===== src/rtl/clb_slice.sv =====
// Configurable logic slice: NUM_LUTS K-input LUTs, output mux, and an optional output flop.
// Truth tables load serially into a shadow register and commit atomically; macro CFG_CHAIN_OUT_EN adds cfg_dout.
module clb_slice #(
    parameter int K        = 4,
    parameter int NUM_LUTS = 2,
    parameter int SEL_W    = $clog2(NUM_LUTS),
    parameter int CFG_BITS = NUM_LUTS * (2 ** K) + 1
) (
    input  logic                  CLK,
    input  logic                  RST_N,
    input  logic                  cfg_start,
    input  logic                  cfg_valid,
    input  logic                  cfg_data,
    output logic                  cfg_ready,
    output logic                  cfg_done,
    input  logic [NUM_LUTS*K-1:0] lut_in,
    input  logic [SEL_W-1:0]      lut_sel,
    input  logic                  ce,
    output logic [NUM_LUTS-1:0]   lut_out,
    output logic                  outA,
    output logic                  outB,
    output logic [1:0]            cfg_state
`ifdef CFG_CHAIN_OUT_EN
    ,
    output logic                  cfg_dout
`endif
);

    localparam int LUT_D = 2 ** K;
    localparam int CNT_W = $clog2(CFG_BITS);

    typedef enum logic [1:0] {
        UNCFG  = 2'd0,
        LOAD   = 2'd1,
        ACTIVE = 2'd2
    } state_t;

    state_t              state_q, state_d;
    logic [CNT_W-1:0]    cnt_q, cnt_d;
    logic [CFG_BITS-1:0] shadow_q, active_q, shadow_next;
    logic                done_q;
    logic                outb_q;
    logic                shift, commit;

    // Handshake: a config bit transfers on a rising CLK edge when cfg_valid and
    // cfg_ready are both high; cfg_start in the same cycle takes priority and
    // the bit is dropped.
    assign shadow_next = {shadow_q[CFG_BITS-2:0], cfg_data};

    always_comb begin
        state_d   = state_q;
        cnt_d     = cnt_q;
        shift     = 1'b0;
        commit    = 1'b0;
        cfg_ready = 1'b0;
        case (state_q)
            UNCFG: begin
                if (cfg_start) begin
                    state_d = LOAD;
                    cnt_d   = '0;
                end
            end
            LOAD: begin
                cfg_ready = 1'b1;
                if (cfg_start) begin
                    cnt_d = '0;
                end else if (cfg_valid) begin
                    shift = 1'b1;
                    if (cnt_q == CNT_W'(CFG_BITS - 1)) begin
                        commit  = 1'b1;
                        state_d = ACTIVE;
                        cnt_d   = '0;
                    end else begin
                        cnt_d = cnt_q + 1'b1;
                    end
                end
            end
            ACTIVE: begin
                if (cfg_start) begin
                    state_d = LOAD;
                    cnt_d   = '0;
                end
            end
            default: state_d = UNCFG;
        endcase
    end

    always_ff @(posedge CLK or negedge RST_N) begin
        if (!RST_N) begin
            state_q  <= UNCFG;
            cnt_q    <= '0;
            shadow_q <= '0;
            active_q <= '0;
            done_q   <= 1'b0;
        end else begin
            state_q <= state_d;
            cnt_q   <= cnt_d;
            if (shift) shadow_q <= shadow_next;
            if (commit) begin
                active_q <= shadow_next;
                done_q   <= 1'b1;
            end
        end
    end

    for (genvar i = 0; i < NUM_LUTS; i++) begin : g_lut
        logic [LUT_D-1:0] tt;
        assign tt         = active_q[i*LUT_D +: LUT_D];
        assign lut_out[i] = done_q & tt[lut_in[i*K +: K]];
    end

    assign outA = lut_out[lut_sel];

    always_ff @(posedge CLK or negedge RST_N) begin
        if (!RST_N) begin
            outb_q <= 1'b0;
        end else if (ce && done_q) begin
            outb_q <= outA;
        end
    end

    // Bypass bypasses the flop on the output only; the flop keeps sampling.
    assign outB      = active_q[CFG_BITS-1] ? outA : outb_q;
    assign cfg_done  = done_q;
    assign cfg_state = state_q;

`ifdef CFG_CHAIN_OUT_EN
    assign cfg_dout = shadow_q[CFG_BITS-1];
`else
    logic unused_shadow_msb;
    assign unused_shadow_msb = shadow_q[CFG_BITS-1];
`endif

endmodule


===== config.mk =====
export PLATFORM = sky130hd
export DESIGN_NAME = clb_slice
export DESIGN_NICKNAME = d
export VERILOG_FILES = /design/src/rtl/clb_slice.sv
export SDC_FILE = /design/constraint.sdc
export NUM_CORES = 1
export LEC_CHECK = 0
export ABC_AREA = 1
export CAP_MARGIN = 20
export CORE_MARGIN = 4
export CORE_UTILIZATION = 59
export CTS_BUF_LIST = sky130_fd_sc_hd__clkbuf_4
export CTS_CLUSTER_DIAMETER = 50
export CTS_CLUSTER_SIZE = 28
export DETAILED_ROUTE_END_ITERATION = 8
export DONT_BUFFER_PORTS = 1
export PLACE_DENSITY = 0.88
export SETUP_SLACK_MARGIN = 0.2
export SLEW_MARGIN = 20
export SYNTH_ARGS = -nofsm -noshare
export SYNTH_HDL_FRONTEND = slang
export SYNTH_SLANG_ARGS = --single-unit

===== constraint.sdc =====
create_clock -name CLK -period 1.5 [get_ports CLK]
set_input_delay 0.225 -clock CLK [delete_from_list [all_inputs] [get_ports CLK]]
set_output_delay 0.225 -clock CLK [all_outputs]
set_load 0.005 [all_outputs]

## Word-level counts from Yosys, hierarchy flattened

Index checks and enable logic that the tools add are counted.

- Bits of input ports: 15
- Register bits after elaboration: 75

- Reduce and logical (&&, ||, !) cells: 6
- Add/subtract/negate cells: 1
- Muxes and demuxes: 25
- Order comparisons: 3
- Bitwise gates (word level): 2
- Equal/unequal tests: 8

Operators with widths:

| cell | count |
|---|---|
| $mux W6 | 4 |
| $mux W1 | 13 |
| $pmux W6 S2 | 1 |
| $lt A4 B5 Y1 const B | 2 |
| $bmux W1 S4 | 2 |
| $mux W2 | 4 |
| $add A6 B1 Y6 const B | 1 |
| $eq A6 B6 Y1 const B | 1 |
| $ne A2 B2 Y1 const B | 3 |
| $pmux W2 S2 | 1 |
| $reduce_and A4 Y1 | 1 |
| $ne A3 B3 Y1 const B | 1 |
| $reduce_and A3 Y1 | 1 |
| $and A1 B1 Y1 | 2 |
| $eq A2 B1 Y1 const B | 1 |
| $eq A2 B2 Y1 const B | 1 |
| $logic_not A2 Y1 | 1 |
| $lt A1 B2 Y1 const B | 1 |
| $ne A2 B1 Y1 const B | 1 |
| $reduce_bool A2 Y1 | 1 |
| $reduce_or A2 Y1 | 1 |
| $logic_and A1 B1 Y1 | 1 |

## Logic depth before layout (Yosys ltp)

- Depth in word-level cells: 6
- Depth in mapped cells: 12

## Worst setup path before layout

OpenSTA, ideal clock, no wires.

- Kind: register to register
- Start: register cnt_q[0]
- End: register active_q[32]
- Clock period less this slack: 1.507 ns
- Path buffers: 1
- Required time: 1.375 ns
- Setup slack: -0.007 ns
- Stages on the path, launching flop included: 8
- Arrival: 1.382 ns
- Cells stage by stage: dfrtp_1 > inv_1 > ha_1 > nand4_2 > nor3_2 > nand2_1 > buf_6 > mux2_4

- Cells in the longest elaborated chain, start to end: 5

Ends and longest elaborated chain:

| what | RTL line | text |
|---|---|---|
| from (decl) | 39 | `logic [CNT_W-1:0] cnt_q, cnt_d;` |
| from (signal assigned) | 97 | `cnt_q <= cnt_d;` |
| $eq A6 B6 Y1 | 69 | `if (cnt_q == CNT_W'(CFG_BITS - 1)) begin` |
| $mux W1 | 69 |  |
| $mux W1 | 67 | `end else if (cfg_valid) begin` |
| $mux W1 | 65 | `if (cfg_start) begin` |
| $mux W1 | 56 | `case (state_q)` |
| to (signal assigned) | 100 | `active_q <= shadow_next;` |
| to (decl) | 40 | `logic [CFG_BITS-1:0] shadow_q, active_q, shadow_next;` |

Every way passes these cells.
A chain may end at the register's enable or synchronous reset.

## Worst setup path after layout

- Start: register active_q[17]
- End: output port outB

- Cells in the longest elaborated chain, start to end: 6

Ends and longest elaborated chain:

| what | RTL line | text |
|---|---|---|
| $bmux W1 S4 | 109 | `assign lut_out[i] = done_q & tt[lut_in[i*K +: K]];` |
| $mux W1 (implied by the code) | 109 |  |
| $and A1 B1 Y1 | 109 |  |
| $mux W1 (implied by the code) (2 in a row) | 112 | `assign outA = lut_out[lut_sel];` |
| net outA | 20 | `output logic outA,` |
| $mux W1 | 123 | `assign outB = active_q[CFG_BITS-1] ? outA : outb_q;` |
| to (decl) | 21 | `output logic outB,` |

The timed path passes the listed nets, and every way through them passes these cells. The select of a mux whose other input is x is not followed.

==> reports/results.tsv <==
stage	metric	value	unit
die	row_count	27	
grt	grt_pass1_vias	3119	
sta	period_share	141	%
logic_synthesis	synth-seq-cells	75	
sta	final-max-slew-violation-count	0	
placement	place_congestion	0.832	
cells_and_area	syn_to_final_growth	52.2	%
cells_and_area	final_cell_mix	dfrtp_1, nand2_1, inv_1, o21ai_2, nand2_4	
status	violations	negative hold slack, negative setup slack	
min_path	holdCritPathClass	in -> async	
routing	wl_per_cell	27.3	um
setup_path	end_kind	output port	
sta	fin_crit	2.11	ns
routing	drtIter0Drc	352	
clock_network	cts_htree_levels	3	
sta	clock.fmax	474	MHz
setup_path	cp-endpoint	outB	
logic_synthesis	syn_area	3370	um2
setup_path	reg2reg_to	active_q[18]$_DFFE_PN0P_	
cells_and_area	antenna_cells	0	
logic_synthesis	ys_types	26	
power_and_ir_drop	power.leakage	2.41	nW
setup_path	path_cells	nand2_1 -> nand2_1 -> nand2_1 -> nand3_1 -> nand3b_1 -> nand2_2 -> nand3_2 -> nand2_2 -> nand2_1 -> nand2_1	
setup_path	crit_fanout	3	
grt	grt_max_degree	76	
logic_synthesis	synth_ff_type	dfrtp_1	
cells_and_area	multi_input_area	1930	um2
routing	drc_errors	0	
sta	finalSetupViolations	71	
cells_and_area	layout-drive-gt1-share	48.5	%
clock_network	worstSkewPairLatency	0.49	ns
logic_synthesis	seq_area_frac_synth	55.7	%
setup_path	cp.arrival	1.88	ns
placement	numPortBuffers	0	
setup_path	worst_r2r_path_depth	9	
routing	wl	14700	um
die	fp.dieH	83.6	um
setup_path	cp-start-kind	register	
sta	fin_skew	0.0341	ns
cells_and_area	fill_cells	142	
setup_path	cp_common_cell	nand2_1	
sta	hold_viol	75	
setup_path	cp_slowest_cell	dfrtp_1	
sta	worst_slack	-0.610	ns
die	die-area	6980	um2
logic_synthesis	syn_inst	409	
setup_path	max_stage_delay	0.40	ns
power_and_ir_drop	power.total	0.00447	W
clock_network	clk_pin_slew_worst_paths	0.16	ns
placement	dp_hpwl	4070	um
clock_network	cts_buffers	9	
grt	grt_usage	28.2	%
sta	tns	-15.33	ns
grt	grt_overflow_total	0	
die	die_w	83.6	um
setup_path	critPathLaunch	active_q[17]$_DFFE_PN0P_	
sta	slew_headroom	76.2	%
routing	postRouteAntennaNets	0	
die	initial_core_util	61.2	%
routing	routed-via-count	3660	
clock_network	cts_buffer_depth	2	
routing	vias_per_cell	6.78	
flow_run	drv_cap	0	
cells_and_area	nets	480	
sta	hold_slack	-0.602	ns
die	core	5510	um2
logic_synthesis	synth_edf_count	0	
logic_synthesis	syn_avg_cell_area	8.24	um2
clock_network	cts_tree	built	
grt	antenna_found_initial	0	
cells_and_area	seqCellArea	1880	um2
setup_path	r2r_slack	-0.40	ns
logic_synthesis	async_flop_share	100	%
die	ios	23	
power_and_ir_drop	irDropWorstVdd	0.813	mV
grt	grt_pass1_wl	15200	um
status	status	finished, violations left	
power_and_ir_drop	powerDensity	872	nW/um2
sta	tightest_slew	0.356	ns
setup_path	r2r-start	cnt_q[1]$_DFFE_PN0P_	
sta	rsz0062_at_grt	yes	
logic_synthesis	yosysWarnings	0	
clock_network	cts.sinks	75	
routing	firstDrtPassIters	5	
logic_synthesis	syn_nets	426	
setup_path	crit_type	reg -> out	
setup_path	required	1.27	ns
clock_network	holdBufCountCts	2	
cells_and_area	mostFrequentLayoutCell	dfrtp_1	
clock_network	root_buffer	clkbuf_4	
routing by layer:
metal	GRT usage (%)	share of wire (%)	vias to the layer above
li1	-	-	1392
met1	32.4	32	1700
met2	46.4	45	408
met3	9.08	13	160
met4	15.6	10	0
met5	0	0	-
stage by stage:
step / hold slack (ns) / cells / util (%) / instance area [um2] / setup WS (ns)
5_1_grt: -0.599 / 540 / 93.1 / 5130 / -0.649
4_1_cts: -0.560 / 511 / 77.5 / 4270 / -0.325
6_report: -0.602 / 540 / 93.1 / 5130 / -0.610
2_1_floorplan: -0.0706 / 409 / - / 3400 / 0.0229
3_5_place_dp: -0.0687 / 469 / 62.8 / 3460 / -0.0606
3_3_place_gp: -0.0682 / 469 / 62.8 / 3460 / 0.0454
synthesized netlist by cell type (2+ instances only):
master | instances | share of area, %
a21oi_1 | 5 | 0.74
buf_2 | 5 | 0.74
buf_6 | 2 | 0.67
clkbuf_1 | 8 | 0.89
dfrtp_1 | 75 | 56
ha_1 | 2 | 0.74
inv_1 | 69 | 7.7
inv_2 | 3 | 0.33
nand2_1 | 126 | 14
nand3_1 | 27 | 4.0
nor2_1 | 3 | 0.33
nor2_2 | 2 | 0.37
nor3_1 | 2 | 0.30
nor3_2 | 2 | 0.59
o21ai_0 | 29 | 4.3
o21ai_1 | 39 | 5.8
registers in the layout (all words and copies together), names as in the netlist:
signal / count
active_q: 33
cfg_done: 1
cfg_state: 2
cnt_q: 6
outb_q: 1
shadow_q: 32
power by group:
part	internal [W]	switching, W	leakage (nW)
combinational	0.000285	0.000455	1.31
clock	0.000654	0.000820	0.0761
sequential	0.00212	0.000133	1.03
total	0.00306	0.00141	2.41
worst min-delay path by stage:
stage                          endpoint  startpoint
6_report        shadow_q[3]$_DFFE_PN0P_       RST_N
5_1_grt        shadow_q[12]$_DFFE_PN0P_       RST_N
4_1_cts         active_q[5]$_DFFE_PN0P_       RST_N
3_5_place_dp    active_q[5]$_DFFE_PN0P_       RST_N
3_3_place_gp    active_q[5]$_DFFE_PN0P_       RST_N
2_1_floorplan   active_q[0]$_DFFE_PN0P_       RST_N
kinds of logic after synthesis:
| kind of cell | synth area share (%) |
|---|---|
| buffers and inverters | 10.5 |
| muxes | 0.445 |
| and+or+nand+nor | 21.6 |
| DFF | 55.7 |
| adders and majority gates | 0.743 |
| AOI/OAI and AO/OA | 11.0 |
critical path: cells and delay by family (launching register included):
| kind | cells | cell delay [ns] |
|---|---|---|
| simple gates | 10 | 0.99 |
| flops | 1 | 0.40 |
repair_timing:
action / in CTS / in global routing
endpoints found under the setup margin: 42 / 79
gates cloned: 9 / 7
endpoints found under the hold margin: 79 / 76
gates resized for setup: 94 / 154
setup buffers: 15 / 22
pin swaps: 31 / 33
final cells by class:
cell class	instances	share of cell area [%]
well taps	72	1.76
inverters	73	5.44
multi-input cells	247	37.6
flip-flops and latches	75	36.6
clock inverters	7	1.61
repair buffers	57	15.6
clock buffers	9	1.32
(Power assumes the default switching activity.)
